**config.mk**
```make
export PLATFORM = sky130hd
export DESIGN_NAME = uart_rx_ctrl
export DESIGN_NICKNAME = d
export VERILOG_FILES = /design/src/rtl/uart_rx_ctrl.sv
export SDC_FILE = /design/constraint.sdc
export NUM_CORES = 1
export LEC_CHECK = 0
export ABC_CLOCK_PERIOD_IN_PS = 5000
export CORE_UTILIZATION = 45
export CTS_CLUSTER_DIAMETER = 40
export DETAILED_ROUTE_END_ITERATION = 6
export GPL_TIMING_DRIVEN = 0
export PLACE_DENSITY = 0.67
export SYNTH_ARGS = -nofsm -noshare
export SYNTH_HDL_FRONTEND = slang
export SYNTH_SLANG_ARGS = --single-unit
```
**constraint.sdc**
```tcl
create_clock -name clk -period 5 [get_ports clk]
set_input_delay 0.5 -clock clk [delete_from_list [all_inputs] [get_ports clk]]
set_output_delay 0.5 -clock clk [all_outputs]
set_load 0.005 [all_outputs]
```
**src/rtl/uart_rx_ctrl.sv**
```systemverilog
// UART receive sequencer: start detection, mid-bit sampling, valid/ack holding register.
// Define UART_RX_PARITY_EN to add the PARITY state and the parity_err output.
module uart_rx_ctrl #(
    parameter int OVER_SAMPL     = 16,
    parameter int OVER_SAMPL_BIT = 5,
    parameter int DATA_BITS      = 8
) (
    input  logic                 clk,
    input  logic                 rst,
    input  logic                 en,
    input  logic                 rx,
    input  logic                 data_ack,
    output logic [DATA_BITS-1:0] data,
    output logic                 data_valid,
    output logic                 frame_err,
    output logic                 overrun,
`ifdef UART_RX_PARITY_EN
    output logic                 parity_err,
`endif
    output logic                 busy
);

    localparam int BC_W = $clog2(DATA_BITS);
    localparam logic [OVER_SAMPL_BIT-1:0] CNT_MID = OVER_SAMPL_BIT'(OVER_SAMPL / 2 - 1);
    localparam logic [OVER_SAMPL_BIT-1:0] CNT_MAX = OVER_SAMPL_BIT'(OVER_SAMPL - 1);
    localparam logic [OVER_SAMPL_BIT-1:0] CNT_ONE = OVER_SAMPL_BIT'(1);
    localparam logic [BC_W-1:0]           BIT_LAST = BC_W'(DATA_BITS - 1);
    localparam logic [BC_W-1:0]           BIT_ONE  = BC_W'(1);

    typedef enum logic [2:0] {
        IDLE     = 3'd0,
        START    = 3'd1,
        DATA     = 3'd2,
`ifdef UART_RX_PARITY_EN
        PARITY   = 3'd3,
`endif
        STOP     = 3'd4,
        BRK_WAIT = 3'd5
    } state_t;

    state_t                  state_q, state_d;
    logic                    rx_s1_q, rx_s2_q;
    logic                    rxs;
    logic [OVER_SAMPL_BIT-1:0] cnt_q, cnt_d;
    logic [BC_W-1:0]         bitcnt_q, bitcnt_d;
    logic [DATA_BITS-1:0]    shreg_q, shreg_d;
    logic [DATA_BITS-1:0]    data_q;
    logic                    data_valid_q, frame_err_q, overrun_q;
    logic                    hit, last_bit;
    logic                    shift_en, commit, ferr_set;
`ifdef UART_RX_PARITY_EN
    logic                    par_smp;
    logic                    par_bad_q, par_bad_d;
    logic                    parity_err_q;
`endif

    always_ff @(posedge clk) begin
        if (!rst) begin
            rx_s1_q <= 1'b1;
            rx_s2_q <= 1'b1;
        end else begin
            rx_s1_q <= rx;
            rx_s2_q <= rx_s1_q;
        end
    end

    assign rxs      = rx_s2_q;
    assign hit      = en && (cnt_q == CNT_MID);
    assign last_bit = (bitcnt_q == BIT_LAST);

    always_ff @(posedge clk) begin
        if (!rst) begin
            state_q <= IDLE;
        end else begin
            state_q <= state_d;
        end
    end

    always_comb begin
        state_d = state_q;
        case (state_q)
            IDLE:     if (en && !rxs) state_d = START;
            START:    if (hit) state_d = rxs ? IDLE : DATA;
            DATA: begin
                if (hit && last_bit) begin
`ifdef UART_RX_PARITY_EN
                    state_d = PARITY;
`else
                    state_d = STOP;
`endif
                end
            end
`ifdef UART_RX_PARITY_EN
            PARITY:   if (hit) state_d = STOP;
`endif
            STOP:     if (hit) state_d = rxs ? IDLE : BRK_WAIT;
            // A held-low line must return high before a new start is accepted.
            BRK_WAIT: if (en && rxs) state_d = IDLE;
            default:  state_d = IDLE;
        endcase
    end

    always_comb begin
        busy     = (state_q != IDLE);
        shift_en = 1'b0;
        commit   = 1'b0;
        ferr_set = 1'b0;
`ifdef UART_RX_PARITY_EN
        par_smp  = 1'b0;
`endif
        case (state_q)
            DATA:    shift_en = hit;
`ifdef UART_RX_PARITY_EN
            PARITY:  par_smp = hit;
`endif
            STOP: begin
                commit   = hit && rxs;
                ferr_set = hit && !rxs;
            end
            default: ;
        endcase
    end

    // The detection tick counts as tick 0, so the counter is already 1 on entering START.
    always_comb begin
        cnt_d = cnt_q;
        if (state_d == IDLE || state_d == BRK_WAIT) begin
            cnt_d = '0;
        end else if (en) begin
            cnt_d = (cnt_q == CNT_MAX) ? '0 : cnt_q + CNT_ONE;
        end

        bitcnt_d = bitcnt_q;
        if (state_q == START) begin
            bitcnt_d = '0;
        end else if (shift_en && !last_bit) begin
            bitcnt_d = bitcnt_q + BIT_ONE;
        end

        shreg_d = shift_en ? {rxs, shreg_q[DATA_BITS-1:1]} : shreg_q;
`ifdef UART_RX_PARITY_EN
        par_bad_d = par_smp ? ^{shreg_q, rxs} : par_bad_q;
`endif
    end

    always_ff @(posedge clk) begin
        if (!rst) begin
            cnt_q     <= '0;
            bitcnt_q  <= '0;
            shreg_q   <= '0;
`ifdef UART_RX_PARITY_EN
            par_bad_q <= 1'b0;
`endif
        end else begin
            cnt_q     <= cnt_d;
            bitcnt_q  <= bitcnt_d;
            shreg_q   <= shreg_d;
`ifdef UART_RX_PARITY_EN
            par_bad_q <= par_bad_d;
`endif
        end
    end

    // Holding register: a commit always wins over a same-cycle ack.
    always_ff @(posedge clk) begin
        if (!rst) begin
            data_q       <= '0;
            data_valid_q <= 1'b0;
            frame_err_q  <= 1'b0;
            overrun_q    <= 1'b0;
`ifdef UART_RX_PARITY_EN
            parity_err_q <= 1'b0;
`endif
        end else begin
            frame_err_q <= ferr_set;
            if (commit) begin
                data_q       <= shreg_q;
                data_valid_q <= 1'b1;
                overrun_q    <= data_valid_q && !data_ack;
`ifdef UART_RX_PARITY_EN
                parity_err_q <= par_bad_q;
`endif
            end else begin
                overrun_q <= 1'b0;
`ifdef UART_RX_PARITY_EN
                parity_err_q <= 1'b0;
`endif
                if (data_ack) data_valid_q <= 1'b0;
            end
        end
    end

    assign data       = data_q;
    assign data_valid = data_valid_q;
    assign frame_err  = frame_err_q;
    assign overrun    = overrun_q;
`ifdef UART_RX_PARITY_EN
    assign parity_err = parity_err_q;
`endif

endmodule

```
Word-level counts from Yosys, hierarchy flattened
Cells that the tools add are included.
- bitwise logic cells: 1
- multiplexer cells: 13
- add/subtract/negate cells: 2
- reduce and logical (&&, ||, !) cells: 20
- equal/unequal tests: 8
- operators with widths (cell ; number):
    $mux 3 ; 6
    $pmux 3 s5 ; 1
    $eq 3x3->1 const B ; 4
    $logic_and 1x1->1 ; 8
    $logic_not 3->1 ; 2
    $add 5x1->5 const B ; 1
    $eq 5x3->1 const B ; 1
    $eq 5x4->1 const B ; 1
    $mux 5 ; 1
    $mux 1 ; 4
    $reduce_and 2->1 ; 2
    $reduce_or 2->1 ; 2
    $add 3x1->3 const B ; 1
    $eq 3x1->1 const B ; 1
    $eq 3x2->1 const B ; 1
    $logic_not 1->1 ; 3
    $reduce_bool 3->1 ; 1
    $mux 2 ; 1
    $reduce_bool 2->1 ; 1
    $logic_or 1x1->1 ; 1
    $not 1->1 ; 1
- output and inout port bits: 12
- register bits after elaboration: 32

Longest topological paths before layout
Gate-level depths: netlist of run 1.
- depth after elaboration: 8
- depth in mapped cells: 7

Worst setup path before layout of run 1
No wires, ideal clock.
- path kind: register to register
- start point: reg cnt_q[0]
- end point: reg cnt_q[1]
- required time: 4.853 ns
- stages on the path, launching flop included: 8
- setup slack: 3.154 ns
- arrival time: 1.699 ns
- cells stage by stage: dfxtp_1 > ha_1 > nor2b_1 > and3_4 > buf_6 > a221oi_4 > xnor2_1 > a221oi_1
- word-level cells in the longest chain between the ends: 8
- elaborated cells between the ends (all ways): 14
- classes of those cells: add/sub: 1; eq/ne: 3; mux: 5; reduce/logical: 5
- ends and longest elaborated chain (what ; RTL line ; source):
    from (decl) ; 44 ; logic [OVER_SAMPL_BIT-1:0] cnt_q, cnt_d;
    from (signal assigned) ; 155 ; cnt_q <= cnt_d;
    $eq 5x3->1 ; 68 ; assign hit = en && (cnt_q == CNT_MID);
    $logic_and 1x1->1 ; 68 ;
    $logic_and 1x1->1 ; 85 ; if (hit && last_bit) begin
    $mux 3 ; 85 ;
    $pmux 3 s5 ; 81 ; case (state_q)
    $eq 3x3->1 or $logic_not 3->1 (tied branches) ; 127 ; if (state_d == IDLE || state_d == BRK_WAIT) begin
    $logic_or 1x1->1 ; 127 ;
    $reduce_or 2->1 (no source line) ; n/a ;
Parallel ways exist; a longest one is shown, timed or not.
A chain may end at the register's enable or synchronous reset.

Final worst setup path of run 1
- start point: reg cnt_q[1]
- end point: reg cnt_q[3]
The elaborated chain is that of the path after synthesis.

==> results of run 1 <==
==> worst min-delay path by stage <==
stage	to	slack (ns)	startpoint	depth (start not counted)
after floorplan	rx_s2_q	0.39	rx_s1_q	1
after global placement	rx_s2_q	0.39	rx_s1_q	1
after detailed placement	rx_s2_q	0.40	rx_s1_q	1
after CTS	rx_s2_q	0.42	rx_s1_q	1
after global routing	rx_s2_q	0.45	rx_s1_q	1
final	rx_s2_q	0.42	rx_s1_q	1
==> cell type report <==
| class | instances | area [µm²] | area share, % |
|---|---|---|---|
| buffer | 6 | 31.3 | 1.98 |
| clock buffer | 7 | 65.1 | 4.11 |
| inverter | 2 | 7.51 | 0.474 |
| multi-input combinational | 104 | 639 | 40.4 |
| sequential | 32 | 641 | 40.5 |
| tap | 31 | 38.8 | 2.45 |
| timing repair buffer | 16 | 160 | 10.1 |
==> cell families after synthesis <==
logic type,Yosys count,synth area share (%)
and+or+nand+nor,62,22.6
muxes,9,6.83
buffers and inverters,8,2.94
AOI/OAI and AO/OA,27,14.2
adders and majority gates,3,2.85
DFF,32,48.6
xor gates and xnor gates,3,1.99
==> per-layer routing <==
| metal | up-vias | track usage (%) | share of wire (%) |
|---|---|---|---|
| li1 | 548 | - | - |
| met1 | 511 | 22.2 | 44 |
| met2 | 27 | 34.9 | 50 |
| met3 | 6 | 4.88 | 4.3 |
| met4 | 0 | 9.41 | 2.2 |
| met5 | - | 0 | 0 |
==> sequential cells by signal (all words and copies together), names as in the netlist <==
signal	cells
rx_s2_q	1
overrun	1
bitcnt_q	3
data	8
frame_err	1
rx_s1_q	1
shreg_q	8
data_valid	1
state_q	3
cnt_q	5
==> power by group <==
part           leakage, nW  switching (W)  internal [W]
Sequential           0.258     0.00000127      0.000256
Clock               0.0374      0.0000833     0.0000796
Combinational        0.305     0.00000839    0.00000608
Total                0.600      0.0000930      0.000341
==> synth_stat cells <==
cell and number:
clkbuf_1 4, o21ai_0 1, a21oi_1 15, xnor2_1 2, a211oi_1 2, inv_1 2
nand4_1 2, ha_1 3, nand2_1 24, o311ai_2 1, xor2_1 1, and3b_4 1
dfxtp_1 32, a21bo_1 1, nor2_1 13, buf_6 1, nor3_1 4, and2_1 1
nand4b_1 1, nor2b_1 2, nand3_1 6, mux2i_1 9, a22oi_1 1, a221oi_4 1
o21ai_1 3, a221oi_1 2, buf_2 1, nor3b_1 1, nand2b_1 5, and3_4 1
or3_1 1
==> critical path, stage by stage (launching register included) <==
cell and delay (ns):
dfxtp_1 0.40, ha_1 0.23, nor2b_1 0.39, and3_4 0.27, buf_6 0.13, a221oi_4 0.07, xnor2_1 0.44, a221oi_1 0.16
==> metrics by stage <==
| step | setup slack [ns] | cell area [µm²] | instances | utilization, % | hold WS [ns] |
|---|---|---|---|---|---|
| 2_1_floorplan | 3.15 | 1320 | 144 | - | 0.386 |
| 3_3_place_gp | 2.63 | 1520 | 191 | 55.0 | 0.391 |
| 3_5_place_dp | 2.57 | 1520 | 191 | 55.0 | 0.402 |
| 4_1_cts | 2.74 | 1580 | 198 | 57.4 | 0.423 |
| 5_1_grt | 2.50 | 1580 | 198 | 57.4 | 0.447 |
| 6_report | 2.75 | 1580 | 198 | 57.4 | 0.418 |
==> results.toml, run 1 <==
[outcome]
status = "finished clean"

[cells_and_area]
final_cell_mix = "dfxtp_1, nand2_1, clkdlybuf4s50_1"
layout_commonest_cell = "dfxtp_1"
area_growth_pct = 20.0
drive_gt1_share_pct = 7.78
antennaDiodeCount = 0
num-fill-cells = 263
nets = 175

[setup_path]
critical_path_required_ns = 5.20
worstSetupStartpoint = "cnt_q[1]"
path_max_fanout = 9
r2r.worst_path.cells = 7
reg2reg_to = "cnt_q[3]"
crit_path_end_kind = "flop"
timing_worst_setup_path_type = "reg -> reg"
r2r-start = "cnt_q[1]"
critPathCapture = "cnt_q[3]"
cp-start-kind = "flop"
worstPathArrival_ns = 2.45
reg2reg_slack_ns = 2.75

[cts]
hold_buffers = 0
cts_buffer_depth = 2
ctsResizeCount = 0
post-cts-setup-buffer-count = 0
clkSinkCount = 32
clk_latency_ns = 0.34
numCtsBuffers = 5
cts_root_buffer = "clkbuf_4"
cts_tree = "yes"
cts.clk_slew.worst_paths_ns = 0.10
htreeDepth = 2

[timing]
rsz0062_at_grt = "no"
final_max_slew_viol_count = 0
fin_crit_sh_pct = 45.0
tightest_slew_ns = 0.574
timing.setup.tns_ns = 0
finalHoldViolCount = 0
maxSlewHeadroom_pct = 61.7
setup_viol = 0
fin_crit_ns = 2.25
skew_ns = 0.0120
max_freq_ghz = 0.445

[yosys]
synthTopCellsByArea = "dfxtp_1, mux2i_1, nand2_1"
ys_types = 31
synthCells = 144
ys_warn_count = 0
yosysTopAreaCellShare_pct = 48.6
syn_area_mm2 = 0.00132
synth_fp_nets = 152
yosysSeqAreaShare_pct = 48.6
synth_seq_cells = 32
synth.avg_cell_area_um2 = 9.16
synth_top_area_cell = "dfxtp_1"

[die]
start_util_pct = 47.8
num_rows = 19
die_area_mm2 = 0.00315
die_w_um = 56.1
core_area_mm2 = 0.00276
pin_count = 17
die_h_um = 56.1

[routing]
ant_nets = 0
first_pass_iters = 4
drtIter0Drc = 39
drt_wl_total_um = 2650
detail_route.wl_per_cell_um = 13.4
drc = 0
viasPerCell = 5.52
vias = 1092

[grt]
grt_pass1_wl_um = 4760
grt_pass1_vias = 1057
antenna_found_initial = 0
grt_usage_pct = 19.8
grt-ovfl-total = 0
grt_start_max_net_pins = 11

[hold_path]
hp-class = "reg -> reg"

[flow_run]
cap_violations = 0

[place]
port_buffers = 16
finalWeightedCongestion = 0.808
hpwl_um = 1930

[pwr]
ir_drop_v = 0.000209
power_w = 0.000434
p_leak_nw = 0.600
powerDensity_mw_per_mm2 = 274
Power figures use the tool's default switching activity.
==> run 2: changes to the inputs <==
--- a/config.mk
+++ b/config.mk
@@ -5,7 +5,7 @@
 export SDC_FILE = /design/constraint.sdc
 export NUM_CORES = 1
 export LEC_CHECK = 0
-export ABC_CLOCK_PERIOD_IN_PS = 5000
+export ABC_CLOCK_PERIOD_IN_PS = 2300
 export CORE_UTILIZATION = 45
 export CTS_CLUSTER_DIAMETER = 40
 export DETAILED_ROUTE_END_ITERATION = 6
==> constraint.sdc (replaced) <==
create_clock -name clk -period 2.3 [get_ports clk]
set_input_delay 0.23 -clock clk [delete_from_list [all_inputs] [get_ports clk]]
set_output_delay 0.23 -clock clk [all_outputs]
set_load 0.005 [all_outputs]
==> results.toml, run 2 (synthesis gave the netlist of run 1 again) <==
[cts]
numCtsBuffers = 5
cts_tree = "yes"
cts_root_buffer = "clkbuf_4"
post-cts-setup-buffer-count = 0
cts.clk_slew.worst_paths_ns = 0.09
htreeDepth = 2
cts_buffer_depth = 2
clkSinkCount = 32
clk_latency_ns = 0.33

[cells_and_area]
antennaDiodeCount = 0
final_cell_mix = "dfxtp_1, nand2_1, clkdlybuf4s50_1"
nets = 175
fin_util_pct = 57.9
fin_area_mm2 = 0.00160
layout_commonest_cell = "dfxtp_1"
drive_gt1_share_pct = 9.58
area_growth_pct = 21.2
layoutNonFillerInstCount = 198

[pwr]
p_leak_nw = 0.606
ir_drop_v = 0.000452
powerDensity_mw_per_mm2 = 589

[place]
port_buffers = 16
hpwl_um = 1930
dpl_cell_area_mm2 = 0.00152
dp_cells = 191
finalWeightedCongestion = 0.808

[die]
die_w_um = 56.1
die_h_um = 56.1
die_area_mm2 = 0.00315
pin_count = 17
core_area_mm2 = 0.00276
start_util_pct = 47.8
num_rows = 19

[setup_path]
cp-start-kind = "flop"
reg2reg_slack_ns = 0.29
r2r.worst_path.cells = 6
critical_path_required_ns = 2.54
path_max_fanout = 6
worstPathArrival_ns = 2.25
r2r-start = "cnt_q[1]"
timing_worst_setup_path_type = "reg -> reg"
reg2reg_to = "cnt_q[3]"
worstSetupStartpoint = "cnt_q[1]"
crit_path_end_kind = "flop"

[routing]
vias = 1092
drt_wl_total_um = 2690
viasPerCell = 5.52
highest_layer = "met4"
drt-met1-wl_um = 1120
detail_route.wl_per_cell_um = 13.6
drtIter0Drc = 27
drc = 0
met3WireLength_um = 152
first_pass_iters = 5
ant_nets = 0
wl_met2_um = 1370

[hold_path]
hold_path_startpoint = "rx_s1_q"
hold_end = "rx_s2_q"
hold_depth = 1
hp-class = "reg -> reg"

[grt]
grt_pass1_wl_um = 4760
grt-ovfl-total = 0
antenna_found_initial = 0
grt_usage_pct = 19.8
grt_start_max_net_pins = 11
grt_pass1_vias = 1057

[timing]
fin_crit_sh_pct = 87.4
final_max_slew_viol_count = 0
max_freq_ghz = 0.497
fin_crit_ns = 2.01
setup_viol = 0
timing.setup.tns_ns = 0
tightest_slew_ns = 0.497
finalHoldViolCount = 0
skew_ns = 0.00798
maxSlewHeadroom_pct = 66.6
rsz0062_at_grt = "no"

[outcome]
status = "finished clean"

[flow_run]
cap_violations = 0
==> run 2: what timing repair did <==
action                     4_1_cts  5_1_grt
gates resized for setup          0        3
setup endpoints to repair        0        6
hold buffers                     0        0
==> run 2: final cells by class <==
class / instances / area [µm²]
fillers: 261 / 1160
multi-input cells: 104 / 654
flip-flops and latches: 32 / 641
repair buffers: 16 / 160
clock buffers: 7 / 65.1
well taps: 31 / 38.8
plain buffers: 6 / 31.3
inverters: 2 / 7.51
==> run 2: power breakdown <==
group	total [W]	leakage, nW	switching, W	internal, W
logic	0.0000322	0.310	0.0000185	0.0000137
registers	0.000559	0.258	0.00000273	0.000556
clock network	0.000350	0.0374	0.000177	0.000173
==> run 2: worst max-delay path, stage by stage, from the launching register on <==
cell	delay, ns
dfxtp_1	0.40
ha_1	0.24
nor2b_2	0.29
and2_1	0.30
o311ai_2	0.17
xnor2_2	0.21
a221oi_1	0.30
==> run 2: how the worst max path moves through the flow <==
stage	slack [ns]	end	cells past startpoint
3_5_place_dp	0.07	cnt_q[3]	6
4_1_cts	0.04	cnt_q[3]	7
5_1_grt	0.12	cnt_q[3]	6
2_1_floorplan	0.45	cnt_q[1]	7
6_report	0.29	cnt_q[3]	6
3_3_place_gp	0.11	cnt_q[1]	7
==> run 2: routing by layer <==
layer | global-route usage, % | up-vias
li1 | - | 545
met1 | 22.2 | 507
met2 | 34.9 | 33
met3 | 4.88 | 7
met4 | 9.41 | 0
met5 | 0 | -
==> run 2: metrics by stage <==
step           worst slack [ns]  hold WS (ns)  power, W
2_1_floorplan             0.454         0.303  0.000588
3_3_place_gp              0.111         0.391  0.000601
3_5_place_dp             0.0690         0.402  0.000603
4_1_cts                  0.0431         0.423  0.000948
5_1_grt                   0.118         0.447  0.000973
6_report                  0.290         0.419  0.000941
